### src/rtl/alu_share_arbiter_if.sv
`default_nettype none
// ------------------------------------------------------------------------
// alu_share_arbiter_if: requester handshakes and shared-ALU bus | rev 1.0
// ------------------------------------------------------------------------
interface alu_share_arbiter_if #(
   parameter int IO_BUS_WIDTH  = 32,
   parameter int CTR_BUS_WIDTH = 4
);
   logic                     i_r0_valid;
   logic                     o_r0_ready;
   logic [CTR_BUS_WIDTH-1:0] i_r0_ctr_code;
   logic [IO_BUS_WIDTH-1:0]  i_r0_data_a;
   logic [IO_BUS_WIDTH-1:0]  i_r0_data_b;
   logic                     o_r0_result_valid;
   logic                     i_r0_result_ready;
   logic [IO_BUS_WIDTH-1:0]  o_r0_result;

   logic                     i_r1_valid;
   logic                     o_r1_ready;
   logic [CTR_BUS_WIDTH-1:0] i_r1_ctr_code;
   logic [IO_BUS_WIDTH-1:0]  i_r1_data_a;
   logic [IO_BUS_WIDTH-1:0]  i_r1_data_b;
   logic                     o_r1_result_valid;
   logic                     i_r1_result_ready;
   logic [IO_BUS_WIDTH-1:0]  o_r1_result;

   logic [CTR_BUS_WIDTH-1:0] o_alu_ctr_code;
   logic [IO_BUS_WIDTH-1:0]  o_alu_data_a;
   logic [IO_BUS_WIDTH-1:0]  o_alu_data_b;
   logic [IO_BUS_WIDTH-1:0]  i_alu_data;

   modport slave (
      input  i_r0_valid, i_r0_ctr_code, i_r0_data_a, i_r0_data_b, i_r0_result_ready,
      output o_r0_ready, o_r0_result_valid, o_r0_result,
      input  i_r1_valid, i_r1_ctr_code, i_r1_data_a, i_r1_data_b, i_r1_result_ready,
      output o_r1_ready, o_r1_result_valid, o_r1_result,
      output o_alu_ctr_code, o_alu_data_a, o_alu_data_b,
      input  i_alu_data
   );

   modport master (
      output i_r0_valid, i_r0_ctr_code, i_r0_data_a, i_r0_data_b, i_r0_result_ready,
      input  o_r0_ready, o_r0_result_valid, o_r0_result,
      output i_r1_valid, i_r1_ctr_code, i_r1_data_a, i_r1_data_b, i_r1_result_ready,
      input  o_r1_ready, o_r1_result_valid, o_r1_result,
      input  o_alu_ctr_code, o_alu_data_a, o_alu_data_b,
      output i_alu_data
   );
endinterface
`default_nettype wire

### src/rtl/alu_share_arbiter.sv
`default_nettype none
// ------------------------------------------------------------------------
// alu_share_arbiter: round-robin time-sharing of one ALU by r0/r1 | rev 1.0
// ------------------------------------------------------------------------
module alu_share_arbiter #(
   parameter int IO_BUS_WIDTH  = 32,
   parameter int CTR_BUS_WIDTH = 4
) (
   input  wire logic          i_clk,
   input  wire logic          i_reset,
   alu_share_arbiter_if.slave bus
);
   localparam logic [CTR_BUS_WIDTH-1:0] c_ALU_NOP = {CTR_BUS_WIDTH{1'b1}};

   typedef enum logic [1:0] {
      S_IDLE = 2'd0,
      S_EXEC = 2'd1,
      S_RESP = 2'd2
   } state_t;

   state_t                   state_q, state_d;
   logic                     owner_q, owner_d;
   logic                     last_grant_q, last_grant_d;
   logic [CTR_BUS_WIDTH-1:0] op_code_q, op_code_d;
   logic [IO_BUS_WIDTH-1:0]  op_a_q, op_a_d;
   logic [IO_BUS_WIDTH-1:0]  op_b_q, op_b_d;
   logic [IO_BUS_WIDTH-1:0]  res0_q, res0_d;
   logic [IO_BUS_WIDTH-1:0]  res1_q, res1_d;
   logic                     w_grant0, w_grant1;

   // On a tie the requester that did not win last time is granted.
   assign w_grant0 = bus.i_r0_valid && (!bus.i_r1_valid ||  last_grant_q);
   assign w_grant1 = bus.i_r1_valid && (!bus.i_r0_valid || !last_grant_q);

   always_comb begin
      state_d                = state_q;
      owner_d                = owner_q;
      last_grant_d           = last_grant_q;
      op_code_d              = op_code_q;
      op_a_d                 = op_a_q;
      op_b_d                 = op_b_q;
      res0_d                 = res0_q;
      res1_d                 = res1_q;
      bus.o_r0_ready         = 1'b0;
      bus.o_r1_ready         = 1'b0;
      bus.o_r0_result_valid  = 1'b0;
      bus.o_r1_result_valid  = 1'b0;
      bus.o_alu_ctr_code     = c_ALU_NOP;

      case (state_q)
         S_IDLE: begin
            bus.o_r0_ready = w_grant0 && !i_reset;
            bus.o_r1_ready = w_grant1 && !i_reset;
            if (w_grant0 || w_grant1) begin
               owner_d      = w_grant1;
               last_grant_d = w_grant1;
               op_code_d    = w_grant1 ? bus.i_r1_ctr_code : bus.i_r0_ctr_code;
               op_a_d       = w_grant1 ? bus.i_r1_data_a   : bus.i_r0_data_a;
               op_b_d       = w_grant1 ? bus.i_r1_data_b   : bus.i_r0_data_b;
               state_d      = S_EXEC;
            end
         end
         S_EXEC: begin
            bus.o_alu_ctr_code = op_code_q;
            if (owner_q) res1_d = bus.i_alu_data;
            else         res0_d = bus.i_alu_data;
            state_d = S_RESP;
         end
         S_RESP: begin
            bus.o_r0_result_valid = !owner_q;
            bus.o_r1_result_valid =  owner_q;
            if (owner_q ? bus.i_r1_result_ready : bus.i_r0_result_ready)
               state_d = S_IDLE;
         end
         default: state_d = S_IDLE;
      endcase
   end

   always_ff @(posedge i_clk) begin
      if (i_reset) begin
         state_q      <= S_IDLE;
         owner_q      <= 1'b0;
         last_grant_q <= 1'b1;
         op_code_q    <= c_ALU_NOP;
         op_a_q       <= '0;
         op_b_q       <= '0;
         res0_q       <= '0;
         res1_q       <= '0;
      end else begin
         state_q      <= state_d;
         owner_q      <= owner_d;
         last_grant_q <= last_grant_d;
         op_code_q    <= op_code_d;
         op_a_q       <= op_a_d;
         op_b_q       <= op_b_d;
         res0_q       <= res0_d;
         res1_q       <= res1_d;
      end
   end

   assign bus.o_alu_data_a = op_a_q;
   assign bus.o_alu_data_b = op_b_q;
   assign bus.o_r0_result  = res0_q;
   assign bus.o_r1_result  = res1_q;
endmodule
`default_nettype wire

### src/flat_wrapper.sv
// flat-port wrapper written by rule: the top's interface ports become plain ports
module alu_share_arbiter_flat 
#(
   parameter int IO_BUS_WIDTH  = 32,
   parameter int CTR_BUS_WIDTH = 4
)
  (i_clk, i_reset, bus_i_r0_valid, bus_i_r0_ctr_code, bus_i_r0_data_a, bus_i_r0_data_b, bus_i_r0_result_ready, bus_o_r0_ready, bus_o_r0_result_valid, bus_o_r0_result, bus_i_r1_valid, bus_i_r1_ctr_code, bus_i_r1_data_a, bus_i_r1_data_b, bus_i_r1_result_ready, bus_o_r1_ready, bus_o_r1_result_valid, bus_o_r1_result, bus_o_alu_ctr_code, bus_o_alu_data_a, bus_o_alu_data_b, bus_i_alu_data);
  alu_share_arbiter_if #(.IO_BUS_WIDTH(IO_BUS_WIDTH), .CTR_BUS_WIDTH(CTR_BUS_WIDTH)) bus_i ();
  input  wire logic i_clk;
  input  wire logic i_reset;
  input wire logic [$bits(bus_i.i_r0_valid)-1:0] bus_i_r0_valid;
  input wire logic [$bits(bus_i.i_r0_ctr_code)-1:0] bus_i_r0_ctr_code;
  input wire logic [$bits(bus_i.i_r0_data_a)-1:0] bus_i_r0_data_a;
  input wire logic [$bits(bus_i.i_r0_data_b)-1:0] bus_i_r0_data_b;
  input wire logic [$bits(bus_i.i_r0_result_ready)-1:0] bus_i_r0_result_ready;
  output wire logic [$bits(bus_i.o_r0_ready)-1:0] bus_o_r0_ready;
  output wire logic [$bits(bus_i.o_r0_result_valid)-1:0] bus_o_r0_result_valid;
  output wire logic [$bits(bus_i.o_r0_result)-1:0] bus_o_r0_result;
  input wire logic [$bits(bus_i.i_r1_valid)-1:0] bus_i_r1_valid;
  input wire logic [$bits(bus_i.i_r1_ctr_code)-1:0] bus_i_r1_ctr_code;
  input wire logic [$bits(bus_i.i_r1_data_a)-1:0] bus_i_r1_data_a;
  input wire logic [$bits(bus_i.i_r1_data_b)-1:0] bus_i_r1_data_b;
  input wire logic [$bits(bus_i.i_r1_result_ready)-1:0] bus_i_r1_result_ready;
  output wire logic [$bits(bus_i.o_r1_ready)-1:0] bus_o_r1_ready;
  output wire logic [$bits(bus_i.o_r1_result_valid)-1:0] bus_o_r1_result_valid;
  output wire logic [$bits(bus_i.o_r1_result)-1:0] bus_o_r1_result;
  output wire logic [$bits(bus_i.o_alu_ctr_code)-1:0] bus_o_alu_ctr_code;
  output wire logic [$bits(bus_i.o_alu_data_a)-1:0] bus_o_alu_data_a;
  output wire logic [$bits(bus_i.o_alu_data_b)-1:0] bus_o_alu_data_b;
  input wire logic [$bits(bus_i.i_alu_data)-1:0] bus_i_alu_data;
  assign bus_i.i_r0_valid = bus_i_r0_valid;
  assign bus_i.i_r0_ctr_code = bus_i_r0_ctr_code;
  assign bus_i.i_r0_data_a = bus_i_r0_data_a;
  assign bus_i.i_r0_data_b = bus_i_r0_data_b;
  assign bus_i.i_r0_result_ready = bus_i_r0_result_ready;
  assign bus_o_r0_ready = bus_i.o_r0_ready;
  assign bus_o_r0_result_valid = bus_i.o_r0_result_valid;
  assign bus_o_r0_result = bus_i.o_r0_result;
  assign bus_i.i_r1_valid = bus_i_r1_valid;
  assign bus_i.i_r1_ctr_code = bus_i_r1_ctr_code;
  assign bus_i.i_r1_data_a = bus_i_r1_data_a;
  assign bus_i.i_r1_data_b = bus_i_r1_data_b;
  assign bus_i.i_r1_result_ready = bus_i_r1_result_ready;
  assign bus_o_r1_ready = bus_i.o_r1_ready;
  assign bus_o_r1_result_valid = bus_i.o_r1_result_valid;
  assign bus_o_r1_result = bus_i.o_r1_result;
  assign bus_o_alu_ctr_code = bus_i.o_alu_ctr_code;
  assign bus_o_alu_data_a = bus_i.o_alu_data_a;
  assign bus_o_alu_data_b = bus_i.o_alu_data_b;
  assign bus_i.i_alu_data = bus_i_alu_data;
  alu_share_arbiter #(.IO_BUS_WIDTH(IO_BUS_WIDTH), .CTR_BUS_WIDTH(CTR_BUS_WIDTH)) u_core (.i_clk(i_clk), .i_reset(i_reset), .bus(bus_i));
endmodule
### config.mk
export PLATFORM = sky130hd
export DESIGN_NAME = alu_share_arbiter_flat
export DESIGN_NICKNAME = d
export VERILOG_FILES = /design/src/rtl/alu_share_arbiter_if.sv /design/src/rtl/alu_share_arbiter.sv /design/src/flat_wrapper.sv
export SDC_FILE = /design/constraint.sdc
export NUM_CORES = 1
export LEC_CHECK = 0
export ABC_CLOCK_PERIOD_IN_PS = 3800
export CAP_MARGIN = 20
export CELL_PAD_IN_SITES_DETAIL_PLACEMENT = 0
export CELL_PAD_IN_SITES_GLOBAL_PLACEMENT = 1
export CORE_MARGIN = 5
export CORE_UTILIZATION = 30
export DETAILED_ROUTE_END_ITERATION = 10
export GPL_TIMING_DRIVEN = 0
export PLACE_DENSITY_LB_ADDON = 0.1
export SLEW_MARGIN = 15
export SYNTH_ARGS = -nofsm -noshare
export SYNTH_HDL_FRONTEND = slang
export SYNTH_SLANG_ARGS = --single-unit
### constraint.sdc
create_clock -name i_clk -period 3.8 [get_ports i_clk]
set_input_delay 0.38 -clock i_clk [delete_from_list [all_inputs] [get_ports i_clk]]
set_output_delay 0.38 -clock i_clk [all_outputs]
set_load 0.1 [all_outputs]
# ---- Word-level counts from Yosys, hierarchy flattened
# Index checks and enable logic that the tools add are counted.
dict set report classes {
  order_cmp 0
  n_div 0
  n_mux 12
  n_reduce_logical 17
  add_sub_neg 0
  n_shift 0
  n_mul 0
  n_eq_ne 4
  bitwise 1
}
# op n
set ops {}
lappend ops {{32-bit 2-to-1 mux} 2}
lappend ops {{4-bit 2-to-1 mux} 2}
lappend ops {{2-bit AND reduction} 4}
lappend ops {{2-bit one-hot mux with 3 select lines} 1}
lappend ops {{1-bit logical NOT} 5}
lappend ops {{1-bit 2-to-1 mux} 5}
lappend ops {{1-bit logical AND} 4}
lappend ops {{2-bit 2-to-1 mux} 2}
lappend ops {{2-bit by 1-bit inequality test with 1-bit output (second input constant)} 2}
lappend ops {{1-bit logical OR} 3}
lappend ops {{2-bit by 1-bit equality test with 1-bit output (second input constant)} 1}
lappend ops {{2-bit equality test (second input constant)} 1}
lappend ops {{2-bit logical NOT} 1}
lappend ops {{1-bit NOT} 1}
dict set report totals {
  output_inout_bits 136
  latch_bits 0
  romBits 0
  in_bits 174
  mem_count 0
  regBits 136
  mem_bits_rw 0
}

# ---- Logic depth before layout (Yosys ltp)
# Gate-level depths: netlist (run 1).
dict set report depth {
  ltp_word 6
  mapped_depth 7
  mapped_depth_nobuf 4
}

# ---- Least setup slack after synthesis (run 1)
# Ideal clock, no wire load.
dict set report synth_path {
  path_kind {input to output}
  startpoint {input port bus_i_r1_valid}
  endpoint {output port bus_o_r1_ready}
  n_path_buf 2
  required_ns 3.420
  arrival_time_ns 3.681
  path_stages 4
  path_slack_ns -0.261
  path_cell_list {a21bo_1 -> buf_4 -> buf_2 -> nor4_1}
}
dict set report synth_between {
  elab_chain_cells 3
}
# item line_no
set synth_rtl {}
lappend synth_rtl {{from (decl)} flat_wrapper.sv:19} ;# input wire logic [$bits(bus_i.i_r1_valid)-1:0] bus_i_r1_valid;
lappend synth_rtl {{1-bit logical AND} alu_share_arbiter.sv:33} ;# assign w_grant1 = bus.i_r1_valid && (!bus.i_r0_valid || !last_grant_q);
lappend synth_rtl {{1-bit logical AND} alu_share_arbiter.sv:53} ;# bus.o_r1_ready = w_grant1 && !i_reset;
lappend synth_rtl {{1-bit 2-to-1 mux} alu_share_arbiter.sv:50} ;# case (state_q)
lappend synth_rtl {{to (decl)} flat_wrapper.sv:24} ;# output wire logic [$bits(bus_i.o_r1_ready)-1:0] bus_o_r1_ready;
# No other way between the ends.

# ---- Final worst setup path (run 1)
dict set report layout_path {
  startpoint {input port bus_i_r0_valid}
  endpoint {output port bus_o_r1_ready}
}
dict set report layout_between {
  elab_chain_cells 5
}
# item line_no
set layout_rtl {}
lappend layout_rtl {{from (decl)} flat_wrapper.sv:11} ;# input wire logic [$bits(bus_i.i_r0_valid)-1:0] bus_i_r0_valid;
lappend layout_rtl {{1-bit logical NOT} alu_share_arbiter.sv:33}
lappend layout_rtl {{1-bit logical OR} alu_share_arbiter.sv:33}
lappend layout_rtl {{1-bit logical AND} alu_share_arbiter.sv:33}
lappend layout_rtl {{1-bit logical AND} alu_share_arbiter.sv:53}
lappend layout_rtl {{1-bit 2-to-1 mux} alu_share_arbiter.sv:50}
# No other way between the ends.

==> qor.txt, run 1 <==
========================================================================================================
Status                                                                                      complete, no violations
TritonCTS Buffers                                                                                     17
RSZ-0062 raised after global routing                                                               false
Max-capacitance violation count                                                                        0
Transition at the pin with the smallest max-transition slack                                    1.052 ns
Syn_nets                                                                                             866
FF-to-FF setup slack                                                                             2.20 ns
Switching power total                                                                            2074 uW
Count of mapped cells out of synthesis                                                               692
Final count of hold timing violations                                                                  0
Max-slew violation total from the final report                                                         0
Required arrival time at the worst endpoint                                                      3.42 ns
Nets                                                                                                1193
#FFs+latches synth                                                                                   136
Lkg Pwr                                                                                      0.003621 uW
Mean Syn Cell Area                                                                           8.635 sq um
DRC                                                                                                    0
Core Box Area                                                                                19530 sq um
Critical Path Most Common Cell                                                              sky130_fd_sc_hd__clkdlybuf4s50_1
Critical path capture point type                                                             output port
Clock insertion delay at the later pin of the skew report                                        0.42 ns
Global-route congestion overflow total                                                                 0
Crit-path max cell delay                                                                         1.21 ns
Number of iterations in the first detailed-routing pass                                                4
TritonCTS clock tree                                                                                 yes
Detailed-route wire length                                                                  21360 microns
Part of the Yosys area used for sequential elements                                               45.56%
Via count                                                                                           5784
Ant diodes                                                                                             0
Crit path max fanout                                                                                  10
Initial Utilization                                                                               30.60%
Worst hold slack                                                                               0.4522 ns
Number of buffers on the longest clock path                                                            2
Cell-by-cell trace of the critical path                                                     clkdlybuf4s50_1 > a21bo_1 > buf_4 > buf_2 > nor4_2 > clkdlybuf4s50_1
Share of cells above drive strength 1                                                             15.50%
Setup TNS                                                                                           0 ns
Number of buffers inserted for hold repair after clock tree synthesis                                  0
IO Port Bufs                                                                                         308
Tmin final                                                                                      3.218 ns
Height of the die                                                                           151.1 microns
I/O pins                                                                                             310
Proportion of power drawn by combinational gates                                                   36.9%
Element type at the critical path start                                                     primary input
Fraction of power consumed by sequential logic                                                     32.0%
VDD IR max                                                                                   0.0002800 V
Arrival time worst endpoint                                                                      2.84 ns
Gp weighted congestion                                                                            0.7458
Antenna violations before repair                                                                       0
Aggregate global-route resource usage                                                             18.16%
Path type of the worst min-delay path                                                       flop to flop
Die Footprint                                                                                22840 sq um
Count of H-tree levels built during CTS                                                                4
Root Buffer Master                                                                          sky130_fd_sc_hd__clkbuf_16
Internal portion of total power                                                                  2985 uW
Pwr/cell area                                                                               508.0 nW/um^2
Global-route wire length before repair                                                      31770 microns
Part of the total power dissipated in the clock network                                            31.1%
Net Sw Frac                                                                                       41.00%
Post-layout power                                                                                5060 uW
Highest-delay cell along the critical path                                                  sky130_fd_sc_hd__clkdlybuf4s50_1
Half-perimeter wire length after detailed placement                                         16460 microns
Row count                                                                                             51
Timing-limited maximum frequency                                                               310.7 MHz
Post-CTS clock slew at the launch and capture registers of the worst setup and hold paths        0.06 ns
Pin count of the biggest net entering global routing                                                  17
Total of fill cells in the finished design                                                          1979
Average vias per placed instance                                                                   4.460
Clock Skews                                                                                   0.01008 ns
Number of warning messages in the yosys log                                                            0
Highest-count cells in the layout ignoring fill and taps                                    308 x sky130_fd_sc_hd__clkdlybuf4s50_1, 266 x sky130_fd_sc_hd__nand2_1, 136 x sky130_fd_sc_hd__dfxtp_1, 65 x sky130_fd_sc_hd__a21oi_1, 64 x sky130_fd_sc_hd__a311oi_2
Post-route ant nets                                                                                    0
Avg WL per Cell                                                                             16.47 microns
Max transition margin                                                                             29.65%
Cell Area, Synth                                                                              5976 sq um
Final clock period utilization by the worst path                                                  84.69%
# clock sinks                                                                                        136
Commonest non-fill, non-tap cell in the layout                                              sky130_fd_sc_hd__clkdlybuf4s50_1
Setup repair bufs after CTS                                                                            0
Vias in the first global route                                                                      5811
Area growth from synthesis to layout                                                              66.67%
Worst setup path category                                                                   primary input to output port
Final-report setup violation count                                                                     0
Count of distinct cell types in the synthesized netlist                                               29
Post-cts repair resize count                                                                           0
Starting DRT DRC Count                                                                               188
Horizontal die dimension                                                                    151.1 microns
========================================================================================================
## kinds of logic after synthesis
| group | count (synthesis) | synth area share [%] |
|---|---|---|
| AND/OR/NAND/NOR | 356 | 23.81 |
| multiplexers | 1 | 0.1675 |
| flip-flops | 136 | 45.56 |
| buffers and inverters | 60 | 7.328 |
| AO/OA/AOI/OAI | 139 | 23.14 |
## final cells by class
class	instances	area [sq um]	area share, %
Sequential cell	136	2723	27.34
Clock buffer	17	425.4	4.271
Tap cell	265	331.6	3.329
Clock inverter	15	131.4	1.319
Multi-Input combinational cell	496	2828	28.39
Timing Repair Buffer	308	3083	30.95
Buffer	60	437.9	4.397
## registers in the layout, indices dropped and copies added (netlist names)
name and count:
u_core.bus.o_alu_data_a 32, u_core.bus.o_alu_data_b 32, u_core.bus.o_r0_result 32, u_core.bus.o_r1_result 32, u_core.op_code_q 4, u_core.state_q 2
u_core.last_grant_q 1, u_core.owner_q 1
## worst max-delay path: cells and delay by family
kind | cells | cell delay, ns
and+or+nand+nor | 1 | 0.14
buffers and inverters | 4 | 2.07
AOI/OAI and AO/OA | 1 | 0.23
## per-layer routing
| metal | up-vias | track usage (%) | share of wire, % |
|---|---|---|---|
| met1 | 2581 | 20.87 | 40 |
| met2 | 203 | 30.74 | 48 |
| met5 | - | 0 | 0 |
| li1 | 2981 | - | - |
| met4 | 0 | 5.440 | 1.6 |
| met3 | 19 | 7.690 | 10 |
## cells in the mapped netlist
cell	instances	area (sq um)
sky130_fd_sc_hd__o21bai_2	4	45.04
sky130_fd_sc_hd__nand2_1	266	998.5
sky130_fd_sc_hd__and3_1	4	25.02
sky130_fd_sc_hd__and2_1	2	12.51
sky130_fd_sc_hd__nor2b_1	3	18.77
sky130_fd_sc_hd__nor2_1	61	229.0
sky130_fd_sc_hd__a21oi_1	65	325.3
sky130_fd_sc_hd__nor4bb_1	1	10.01
sky130_fd_sc_hd__dfxtp_1	136	2723
sky130_fd_sc_hd__a311oi_2	64	960.9
sky130_fd_sc_hd__nor2_2	10	62.56
sky130_fd_sc_hd__buf_1	1	3.750
sky130_fd_sc_hd__a21bo_1	1	10.01
sky130_fd_sc_hd__o21a_1	1	7.510
sky130_fd_sc_hd__nor4_1	1	6.260
sky130_fd_sc_hd__buf_2	17	85.08
sky130_fd_sc_hd__mux2i_1	1	10.01
sky130_fd_sc_hd__and2b_1	1	7.510
sky130_fd_sc_hd__clkbuf_1	14	52.55
sky130_fd_sc_hd__buf_4	7	52.55
sky130_fd_sc_hd__o21ai_0	1	5.000
sky130_fd_sc_hd__a22oi_1	1	7.510
sky130_fd_sc_hd__buf_8	2	30.03
sky130_fd_sc_hd__and2b_4	1	10.01
sky130_fd_sc_hd__a21boi_2	1	11.26
sky130_fd_sc_hd__a221o_1	1	10.01
sky130_fd_sc_hd__nand2b_1	5	31.28
sky130_fd_sc_hd__buf_6	19	214.0
sky130_fd_sc_hd__nor2_4	1	11.26
## metrics by stage
| step | setup slack [ns] | instances | util (%) | area [sq um] |
|---|---|---|---|---|
| after floorplan | 0.9298 | 692 | - | 5988 |
| after global routing | 0.4547 | 1297 | 51.01 | 9960 |
| after global placement | 0.5448 | 1265 | 48.15 | 9403 |
| final | 0.5819 | 1297 | 51.01 | 9960 |
| after CTS | 0.5549 | 1297 | 51.01 | 9960 |
| after detailed placement | 0.5604 | 1265 | 48.15 | 9403 |
## power by group through the flow
stage	clock [uW]	combinational, uW	sequential [uW]
after floorplan	0	507	2470
after global placement	0	1880	1640
after detailed placement	0	1880	1650
after CTS	1620	1890	1620
after global routing	1690	1960	1630
final	1580	1870	1620
## final timing paths
| path | from | to | cells past startpoint |
|---|---|---|---|
| worst min register to register | u_core.bus.o_r0_result[27]$_SDFFE_PP0P_ | u_core.bus.o_r0_result[27]$_SDFFE_PP0P_ | 2 |
| worst max-delay path | bus_i_r0_valid | bus_o_r1_ready | 6 |
| worst min-delay path | u_core.bus.o_r0_result[27]$_SDFFE_PP0P_ | u_core.bus.o_r0_result[27]$_SDFFE_PP0P_ | 2 |
| worst max register to register | u_core.last_grant_q$_SDFFE_PP1P_ | u_core.bus.o_alu_data_b[19]$_SDFFE_PP0P_ | 5 |
No activity file was read; power rests on OpenSTA's default activity.
==> inputs of run 2 (changes only) <==
Settings changed: ABC_CLOCK_PERIOD_IN_PS 3800 to 3040, CORE_UTILIZATION 30 to 28.
Clock period 3.8 ns to 3.04 ns, I/O delays scaled along.
==> qor.txt, run 2 (synthesis results as in run 1) <==
========================================================================================================
Number of buffers inserted for hold repair after clock tree synthesis                                  0
Area growth from synthesis to layout                                                              67.27%
Max transition margin                                                                             30.72%
Setup repair bufs after CTS                                                                            0
Critical path capture point type                                                             output port
Vias in the first global route                                                                      5952
Start point of the worst hold path                                                          u_core.bus.o_r0_result[12]$_SDFFE_PP0P_
Half-perimeter wire length after detailed placement                                         16760 microns
Share of cells above drive strength 1                                                             15.50%
Antenna violations before repair                                                                       0
Post-cts repair resize count                                                                           1
Post-CTS clock slew at the launch and capture registers of the worst setup and hold paths        0.07 ns
Worst setup path category                                                                   primary input to output port
Ant diodes                                                                                             0
Core Box Area                                                                                21020 sq um
VDD IR max                                                                                   0.0003286 V
Crit. Startpoint                                                                            bus_i_r1_valid
I/O pins                                                                                             310
Instance area at placement                                                                    9415 sq um
Height of the die                                                                           156.1 microns
Proportion of power drawn by combinational gates                                                   36.3%
Max-slew violation total from the final report                                                         0
Global-route congestion overflow total                                                                 0
Post-route ant nets                                                                                    0
Number of iterations in the first detailed-routing pass                                                4
Cell Count, Final, Fillers Out                                                                      1307
Initial Utilization                                                                               28.43%
Cell count after placement                                                                          1275
Pin count of the biggest net entering global routing                                                  17
Origin of the critical flop-to-flop path                                                    u_core.last_grant_q$_SDFFE_PP1P_
Max-capacitance violation count                                                                        0
Transition at the pin with the smallest max-transition slack                                    1.036 ns
Path type of the worst min-delay path                                                       flop to flop
Switching power total                                                                            2613 uW
Required arrival time at the worst endpoint                                                      2.74 ns
DRC                                                                                                    0
Highest-count cells in the layout ignoring fill and taps                                    307 x sky130_fd_sc_hd__clkdlybuf4s50_1, 266 x sky130_fd_sc_hd__nand2_1, 136 x sky130_fd_sc_hd__dfxtp_1, 65 x sky130_fd_sc_hd__a21oi_1, 64 x sky130_fd_sc_hd__a311oi_2
Final-report setup violation count                                                                     0
Starting DRT DRC Count                                                                               158
Tmin final                                                                                      2.787 ns
Via count                                                                                           5809
Setup TNS                                                                                           0 ns
Row count                                                                                             53
Internal portion of total power                                                                  3816 uW
Commonest non-fill, non-tap cell in the layout                                              sky130_fd_sc_hd__clkdlybuf4s50_1
Met1 WL                                                                                     9016 microns
Final clock period utilization by the worst path                                                  91.69%
Arrival time worst endpoint                                                                      2.48 ns
Average vias per placed instance                                                                   4.445
Pwr/cell area                                                                               643.1 nW/um^2
Top routing layer in use                                                                            met4
Clock Skews                                                                                  0.008249 ns
Lkg Pwr                                                                                      0.003641 uW
Final count of hold timing violations                                                                  0
Net Sw Frac                                                                                       40.64%
Die Footprint                                                                                24360 sq um
Gp weighted congestion                                                                            0.7384
Element type at the critical path start                                                     primary input
Aggregate global-route resource usage                                                             17.64%
Met2 routed WL                                                                              10430 microns
Routed length on met3                                                                       2118 microns
RSZ-0062 raised after global routing                                                               false
Crit path max fanout                                                                                  10
Number of buffers on the longest clock path                                                            2
IO Port Bufs                                                                                         308
Horizontal die dimension                                                                    156.1 microns
Part of the total power dissipated in the clock network                                            32.2%
Root Buffer Master                                                                          sky130_fd_sc_hd__clkbuf_16
TritonCTS Buffers                                                                                     17
TritonCTS clock tree                                                                                 yes
Global-route wire length before repair                                                      33590 microns
Fraction of power consumed by sequential logic                                                     31.4%
Nets                                                                                                1193
Status                                                                                      complete, no violations
Count of H-tree levels built during CTS                                                                4
Post-layout power                                                                                6429 uW
# clock sinks                                                                                        136
Detailed-route wire length                                                                  21850 microns
Clock insertion delay at the later pin of the skew report                                        0.42 ns
Timing-limited maximum frequency                                                               358.7 MHz
Avg WL per Cell                                                                             16.72 microns
Final design area excluding fillers                                                           9996 sq um
========================================================================================================
==> run 2: metal layers <==
layer | vias to the layer above | track usage (%)
li1 | 2981 | -
met1 | 2617 | 20.82
met2 | 194 | 29.54
met3 | 17 | 7.490
met4 | 0 | 4.752
met5 | - | 0
==> run 2: final cells by class <==
cell class / instances / area [sq um]
Sequential cell: 136 / 2723
Clock inverter: 15 / 156.4
Fill cell: 2117 / 11030
Tap cell: 275 / 344.1
Timing Repair Buffer: 308 / 3082
Clock buffer: 17 / 425.4
Multi-Input combinational cell: 496 / 2828
Buffer: 60 / 437.9
==> run 2: worst max-delay path, cell delays in order <==
cell	delay, ns
sky130_fd_sc_hd__clkdlybuf4s50_1	0.53
sky130_fd_sc_hd__a21bo_1	0.22
sky130_fd_sc_hd__buf_4	0.16
sky130_fd_sc_hd__buf_2	0.20
sky130_fd_sc_hd__nor4_2	0.14
sky130_fd_sc_hd__dlygate4sd2_1	0.91
==> run 2: power groups by stage <==
stage | registers, uW | clock network [uW] | logic [uW]
finish | 2020 | 2070 | 2340
global route | 2040 | 2220 | 2450
CTS | 2020 | 2130 | 2360
detailed placement | 2060 | 0 | 2360
global placement | 2060 | 0 | 2360
floorplan | 3090 | 0 | 634
==> run 2: final timing paths <==
path                                                                 end  slack (ns)  depth (start not counted)
worst min-delay path             u_core.bus.o_r0_result[12]$_SDFFE_PP0P_        0.45                          2
worst max-delay path                                      bus_o_r1_ready        0.25                          6
worst min register to register   u_core.bus.o_r0_result[12]$_SDFFE_PP0P_        0.45                          2
worst max register to register  u_core.bus.o_alu_data_b[17]$_SDFFE_PP0P_        1.45                          5
==> run 2: stage by stage <==
step / util [%] / hold slack (ns) / setup slack (ns)
detailed placement: 44.79 / 0.4453 / -0.05951
global route: 47.55 / 0.4452 / 0.1229
floorplan: - / 0.4400 / 0.3218
CTS: 47.55 / 0.4376 / 0.2211
global placement: 44.79 / 0.4421 / -0.06947
finish: 47.55 / 0.4527 / 0.2525
